$ cat src/rtl/gray_decoder.sv
// Gray-code position tracker: turns a 2-bit quadrature Gray input into a
// wrapping binary position with direction, step/wrap pulses and a sticky error.
module gray_decoder #(
    parameter int unsigned WIDTH = 8
) (
    input  logic             clock,
    input  logic             clear_n,
    input  logic             enable,
    input  logic             err_clr,
    input  logic [1:0]       g,
    output logic [WIDTH-1:0] position,
    output logic             dir,
    output logic             step,
    output logic             wrap,
    output logic             error
);

    localparam logic [WIDTH-1:0] POS_MAX = {WIDTH{1'b1}};
    localparam logic [1:0]       DELTA_FWD = 2'd1;
    localparam logic [1:0]       DELTA_BAD = 2'd2;
    localparam logic [1:0]       DELTA_BWD = 2'd3;

    logic [1:0]       r_g_q;
    logic             r_primed;
    logic [WIDTH-1:0] r_position;
    logic             r_dir;
    logic             r_step;
    logic             r_wrap;
    logic             r_error;

    logic [1:0]       w_idx_new;
    logic [1:0]       w_idx_old;
    logic [1:0]       w_delta;
    logic             w_active;

    // Gray code to cyclic index; the modulo-4 difference classifies the move
    assign w_idx_new = {g[1], g[1] ^ g[0]};
    assign w_idx_old = {r_g_q[1], r_g_q[1] ^ r_g_q[0]};
    assign w_delta   = 2'(w_idx_new - w_idx_old);
    assign w_active  = r_primed & enable;

    always_ff @(posedge clock) begin
        if (!clear_n) begin
            r_g_q      <= 2'b00;
            r_primed   <= 1'b0;
            r_position <= '0;
            r_dir      <= 1'b0;
            r_step     <= 1'b0;
            r_wrap     <= 1'b0;
            r_error    <= 1'b0;
        end else begin
            // Always resample so transitions seen while disabled are dropped
            r_g_q    <= g;
            r_primed <= 1'b1;
            r_step   <= 1'b0;
            r_wrap   <= 1'b0;
            if (err_clr) begin
                r_error <= 1'b0;
            end
            if (w_active) begin
                case (w_delta)
                    DELTA_FWD: begin
                        r_position <= r_position + WIDTH'(1);
                        r_dir      <= 1'b1;
                        r_step     <= 1'b1;
                        r_wrap     <= (r_position == POS_MAX);
                    end
                    DELTA_BWD: begin
                        r_position <= r_position - WIDTH'(1);
                        r_dir      <= 1'b0;
                        r_step     <= 1'b1;
                        r_wrap     <= (r_position == '0);
                    end
                    // A new illegal jump overrides a same-edge clear
                    DELTA_BAD: r_error <= 1'b1;
                    default: ;
                endcase
            end
        end
    end

    assign position = r_position;
    assign dir      = r_dir;
    assign step     = r_step;
    assign wrap     = r_wrap;
    assign error    = r_error;

endmodule

$ cat config.mk
export PLATFORM = sky130hd
export DESIGN_NAME = gray_decoder
export DESIGN_NICKNAME = d
export VERILOG_FILES = /design/src/rtl/gray_decoder.sv
export SDC_FILE = /design/constraint.sdc
export NUM_CORES = 1
export LEC_CHECK = 0
export CAP_MARGIN = 10
export CORE_MARGIN = 3
export CORE_UTILIZATION = 44
export DETAILED_ROUTE_END_ITERATION = 10
export GPL_ROUTABILITY_DRIVEN = 0
export PLACE_DENSITY = 0.77
export SYNTH_ARGS = -nofsm -noshare
export SYNTH_HDL_FRONTEND = slang
export SYNTH_SLANG_ARGS = --single-unit
$ cat constraint.sdc
create_clock -name clock -period 3.1 [get_ports clock]
set_input_delay 0.465 -clock clock [delete_from_list [all_inputs] [get_ports clock]]
set_output_delay 0.465 -clock clock [all_outputs]
set_load 0.02 [all_outputs]
==> impl_metrics.ini, run 1 <==
[outcome]
outcome = finished, final reports clean

[die]
ios = 18
die_area_sq_um = 2440
start_util_pct = 47.5
core_area_sq_um = 1750
die_h_microns = 49.4
chipWidth_microns = 49.4
rows = 15

[critical_path]
cpMaxStageDelayCell = or4_4
critPathBufInv = 1
start_kind = primary input
critPathMaxStageDelay_ns = 0.43
crit_chain = dlygate4sd2_1 > xnor2_1 > ha_2 > xnor3_2 > or2_1 > xnor2_1 > ha_2 > or4_1 > or4_4 > and3_4 > o21a_1
crit_type = in2reg
cp_max_fo = 3
critPathCaptureType = flip-flop
rr_worst_depth = 10
crit_family = simple AND/OR/NAND/NOR gates
cp_data_arrival_time_ns = 3.10
cp.depth = 11
crit_required_ns = 3.27

[route]
drt_pre_antenna_iters = 4
drcViolationCount = 0
drt-total-wl_mm = 1.72
vias = 725
post_drt_via_cell_ratio = 5.45
drt_iter0_markers = 18
ant_nets = 0
wl_per_cell_microns = 12.9

[grt]
grt_max_degree = 20
overflow = 0
grt_pass1_wl_mm = 3.06
grt_use_total_pct = 15.8
grt_pass1_vias = 712
antenna_found_initial = 0

[power_and_ir_drop]
seqPwrFrac_pct = 46.6
switching_power_mw = 0.141
combPwrFrac_pct = 30.0
power_frac_clock_pct = 23.4
vdd_ir_drop_max_mv = 0.318
p_leak_nw = 0.413
intPower_mw = 0.325
power_density_nw_per_um2 = 431
p_sw_share_pct = 30.3

[place]
io_buffers = 17
dpl_worst_slack_ns = -0.345
postPlaceCellArea_sq_um = 1030
dp_hpwl_mm = 1.19

[yosys]
synthAdderAreaFrac_pct = 3.02
synthSimpleGateAreaFrac_pct = 28.7
syn_nets = 94
seq_area_frac_synth_pct = 36.2
synthXorXnorAreaFrac_pct = 7.09
synth_compound_area_share_pct = 13.3
syn-cell-area_sq_um = 830
synthMuxAreaShare_pct = 7.24
syn_area_per_cell_sq_um = 9.65
ys_warn_count = 0
syn_inst = 86
synth_cell_types = 38
synth_top_family_by_area = simple AND/OR/NAND/NOR gates
ys_ff_latch = 15

[timing]
fin_ws_ns = 0.164
setup_tns_ns = 0
tightest_slew_ns = 0.586
fin_crit_ns = 2.94
hold_violations = 0
setup_viol = 0
rsz0062_at_grt = false
slew_viol_final = 0
relSlewSlack_pct = 60.8
finClkSkew_ns = 0.0121
finalCritPeriodShare_pct = 94.7
timing.fmax_mhz = 341

[cells_and_area]
drive_above_1_share_pct = 20.4
nets = 117
nFillCells = 177
fin_area_sq_um = 1080
area_delta_synth_final_pct = 30.3
layout_common_cells = 15 x dfxtp_1, 15 x clkdlybuf4s50_1, 8 x nand2_1, 6 x mux2i_1, 6 x buf_4
utilization_pct = 61.9
antenna_cells = 0

[worst_hold_path]
min_path_cells = 2
hold_class = reg2reg

[cts]
cts_tree = built
cts_htree_levels = 1
cts.root.buffer_cell = clkbuf_4
hold_buffers = 0
clk_pin_slew_ns = 0.09
cts_max_path_buffers = 2
clock_sinks = 15
numCtsBuffers = 3
clk_latency_ns = 0.28

[job]
drv_cap = 0
[flip-flops by register name, indices dropped and copies added (netlist names)]
register  count
dir           1
error         1
position      8
r_g_q         2
r_primed      1
step          1
wrap          1
[layer usage]
layer  part of all wire (%)  vias to the layer above  track usage, %  routed length, microns
met5                      0                        -               0                       0
met4                   0.64                        0            4.15                      11
met3                    6.9                        2            6.73                     118
met2                     46                       23            25.7                     790
met1                     46                      336            18.9                     799
li1                       -                      364               -                       -
[metrics by stage]
| step | hold slack, ns | instances | power, mW |
|---|---|---|---|
| 6_report | 0.497 | 133 | 0.466 |
| 5_1_grt | 0.547 | 133 | 0.496 |
| 4_1_cts | 0.501 | 132 | 0.466 |
| 3_5_place_dp | 0.483 | 128 | 0.355 |
| 3_3_place_gp | 0.477 | 128 | 0.352 |
| 2_1_floorplan | 0.493 | 86 | 0.306 |
[worst min-delay path: cells and delay by family, from the launching register on]
family,cells,cell delay [ns]
mux,1,0.05
simple gates,1,0.06
flops,1,0.34
[cells in the mapped netlist, drive strengths merged]
master,count,share of area (%)
dfxtp,15,36
nand2,8,3.6
or4,7,7.1
mux2i,6,7.2
and2,5,3.9
nand2b,5,3.8
and3,3,2.4
buf,3,3.2
o2111ai,3,3.2
xnor2,3,3.2
a21boi,2,1.8
a21oi,2,1.2
and4,2,2.3
clkbuf,2,0.91
ha,2,3.0
nand4,2,1.5
o21ai,2,1.2
and3b,1,1.1
inv,1,0.45
nand3,1,0.60
nand3b,1,0.91
o211ai,1,0.91
o21a,1,0.91
o221a,1,1.4
o22ai,1,0.75
o31ai,1,0.91
o41ai,1,1.1
or2,1,0.75
or3,1,0.75
xnor3,1,2.9
xor2,1,1.1
[area by class of cell]
cell class	count	area (sq um)	share of cell area (%)
sequential	15	300	27.8
tap	25	31.3	2.89
multi-input combinational	65	505	46.8
clock inverter	1	5.00	0.463
inverter	1	3.75	0.347
clock buffer	3	22.5	2.08
timing repair buffer	23	213	19.7
[worst paths after layout]
check	start	end	slack [ns]
max	g[1]	position[4]$_SDFFE_PN0P_	0.16
min	position[6]$_SDFFE_PN0P_	position[6]$_SDFFE_PN0P_	0.50
max reg2reg	r_g_q[1]$_SDFF_PN0_	position[4]$_SDFFE_PN0P_	0.24
min reg2reg	position[6]$_SDFFE_PN0P_	position[6]$_SDFFE_PN0P_	0.50
[timing repair]
action / CTS / global route
resized for setup: 6 / 1
setup buffers: 0 / 1
hold endpoints to repair: 0 / 0
pin swaps: 3 / 4
endpoints found under the setup margin: 1 / 1
cloned: 0 / 0
[power by group through the flow]
stage	clock [mW]	sequential, mW	combinational (mW)
floorplan	0	0.228	0.0776
global placement	0	0.221	0.131
detailed placement	0	0.221	0.133
CTS	0.113	0.217	0.136
global route	0.124	0.220	0.152
finish	0.109	0.217	0.140
[logic make-up (layout without fill, tap and decap cells)]
family | Yosys count | count (layout)
muxes | 6 | 6
DFF | 15 | 15
xor gates and xnor gates | 5 | 5
adders and majority gates | 2 | 2
AOI/OAI and AO/OA | 15 | 15
and+or+nand+nor | 37 | 37
buffers and inverters | 6 | 28
(Power assumes the default switching activity.)
==> run 2, diff against run 1 <==
--- a/config.mk
+++ b/config.mk
@@ -5,12 +5,14 @@
 export SDC_FILE = /design/constraint.sdc
 export NUM_CORES = 1
 export LEC_CHECK = 0
-export CAP_MARGIN = 10
+export CAP_MARGIN = 20
 export CORE_MARGIN = 3
 export CORE_UTILIZATION = 44
+export CTS_CLUSTER_SIZE = 12
 export DETAILED_ROUTE_END_ITERATION = 10
 export GPL_ROUTABILITY_DRIVEN = 0
 export PLACE_DENSITY = 0.77
+export SETUP_SLACK_MARGIN = 0.3
 export SYNTH_ARGS = -nofsm -noshare
 export SYNTH_HDL_FRONTEND = slang
 export SYNTH_SLANG_ARGS = --single-unit
==> run 2 against run 1 <==
Maximum frequency increased by 2.7%. Via count increased by 2.9%. Largest cell class unchanged. Critical endpoint unchanged. Clock power increased by 4%. Sequential power about the same. Global-route usage decreased by 0.15 points.
==> impl_metrics.ini, run 2 (synthesized netlist as in run 1, its figures left out) <==
[outcome]
outcome = finished, final reports clean

[cells_and_area]
antenna_cells = 0
fin_area_sq_um = 1090
fin_cells = 133
final_common_cell = clkdlybuf4s50_1
nets = 117
largest_register_ffs = 8
drive_above_1_share_pct = 25.9
layout_common_cells = 15 x clkdlybuf4s50_1, 14 x dfxtp_1, 8 x nand2_1, 6 x mux2i_1, 6 x buf_4
area_delta_synth_final_pct = 31.2

[die]
chipWidth_microns = 49.4
ios = 18
core_area_sq_um = 1750
rows = 15
die_h_microns = 49.4
start_util_pct = 47.5
die_area_sq_um = 2440

[worst_hold_path]
hold_path_end = r_g_q[0]$_SDFF_PN0_
holdCritStartpoint = g[0]
hold_class = in2reg
min_path_cells = 2

[timing]
fin_crit_ns = 2.86
fin_ws_ns = 0.242
finClkSkew_ns = 0.00349
holdWs_ns = 0.410
hold_violations = 0
timing.fmax_mhz = 350
slew_viol_final = 0
relSlewSlack_pct = 60.0
setup_tns_ns = 0
rsz0062_at_grt = true
tightest_slew_ns = 0.599
setup_viol = 0
finalCritPeriodShare_pct = 92.2

[route]
wirelength_met1_microns = 816
met3WireLength_microns = 131
drt_pre_antenna_iters = 4
ant_nets = 0
post_drt_via_cell_ratio = 5.61
top_layer = met4
wl_per_cell_microns = 13.5
drcViolationCount = 0
met2_length_microns = 831
drt-total-wl_mm = 1.79
vias = 746
drt_iter0_markers = 23

[critical_path]
cp_max_fo = 2
crit_type = reg2reg
cp_data_arrival_time_ns = 3.04
path_common_cell = ha_2
rr_worst_depth = 10
critPathCaptureType = flip-flop
r2r-start = r_g_q[1]$_SDFF_PN0_
r2r_end = position[4]$_SDFFE_PN0P_
crit_chain = xor2_1 > ha_2 > xnor3_2 > or2_4 > xnor2_2 > ha_2 > or4_1 > or4_4 > and3_4 > o21a_1
start_kind = flip-flop
critPathMaxStageDelay_ns = 0.45
rrSetupSlack_ns = 0.24
crit_required_ns = 3.28
cpMaxStageDelayCell = or4_1

[grt]
grt_use_total_pct = 15.6
antenna_found_initial = 0
grt_max_degree = 20
overflow = 0
grt_pass1_wl_mm = 3.04
grt_pass1_vias = 701

[place]
dp_cells = 128
io_buffers = 17
dpl_worst_slack_ns = -0.278
dp_hpwl_mm = 1.21
postPlaceCellArea_sq_um = 1040

[cts]
clock_sinks = 15
cts_tree = built
numCtsBuffers = 3
cts_htree_levels = 1
cts.root.buffer_cell = clkbuf_4
clk_latency_ns = 0.28
cts_max_path_buffers = 2
clk_pin_slew_ns = 0.09
hold_buffers = 0

[power_and_ir_drop]
power_density_nw_per_um2 = 438
vdd_ir_drop_max_mv = 0.276
p_leak_nw = 0.419

[job]
drv_cap = 0
## run 2: critical path, delay by kind of cell, from the launching register on
family,cells,cell delay (ns)
flops,1,0.35
compound gates,1,0.15
xor+xnor,3,0.55
simple gates,4,1.31
fa+ha+maj,2,0.37
## run 2: repair_timing
item / 4_1_cts / 5_1_grt
buffers inserted: 0 / 1
pin swaps: 4 / 8
endpoints found under the hold margin: 0 / 0
setup endpoints to repair: 3 / 3
cloned: 0 / 0
resized for setup: 7 / 8
## run 2: layout make-up
class,count,area (sq um)
Multi-Input combinational cell,65,519
Tap cell,25,31.3
Timing Repair Buffer,23,205
Fill cell,163,657
Clock inverter,1,5.00
Inverter,1,3.75
Clock buffer,3,22.5
Sequential cell,15,302
## run 2: report_power, final
| group | internal [mW] | total, mW | switching [mW] |
|---|---|---|---|
| Clock | 0.0479 | 0.113 | 0.0646 |
| Sequential | 0.204 | 0.218 | 0.0142 |
| Combinational | 0.0777 | 0.146 | 0.0684 |
## run 2: metrics by stage
stage          util (%)  power (mW)
2_1_floorplan         -       0.306
3_3_place_gp       59.4       0.352
3_5_place_dp       59.4       0.355
4_1_cts            61.6       0.468
5_1_grt            62.4       0.505
6_report           62.4       0.477
## run 2: how the worst max path moves through the flow
stage	from	endpoint	slack [ns]	depth (start not counted)
after global placement	g[1]	position[4]$_SDFFE_PN0P_	-0.28	11
final	r_g_q[1]$_SDFF_PN0_	position[4]$_SDFFE_PN0P_	0.24	10
after detailed placement	g[1]	position[4]$_SDFFE_PN0P_	-0.28	11
after global routing	r_g_q[1]$_SDFF_PN0_	position[4]$_SDFFE_PN0P_	0.16	10
after CTS	g[0]	position[4]$_SDFFE_PN0P_	0.12	11
after floorplan	g[0]	position[4]$_SDFFE_PN0P_	0.11	11
## run 2: layer usage
layer,global-route usage [%],vias up
li1,-,366
met2,22.5,28
met4,10.6,0
met3,3.36,2
met5,0,-
met1,20.6,350
==> run 3, diff against run 2 <==
--- a/config.mk
+++ b/config.mk
@@ -8,7 +8,6 @@
 export CAP_MARGIN = 20
 export CORE_MARGIN = 3
 export CORE_UTILIZATION = 44
-export CTS_CLUSTER_SIZE = 12
 export DETAILED_ROUTE_END_ITERATION = 10
 export GPL_ROUTABILITY_DRIVEN = 0
 export PLACE_DENSITY = 0.77
==> results of run 3 <==
Final layout, timing and power as in run 2 (identical DEF).
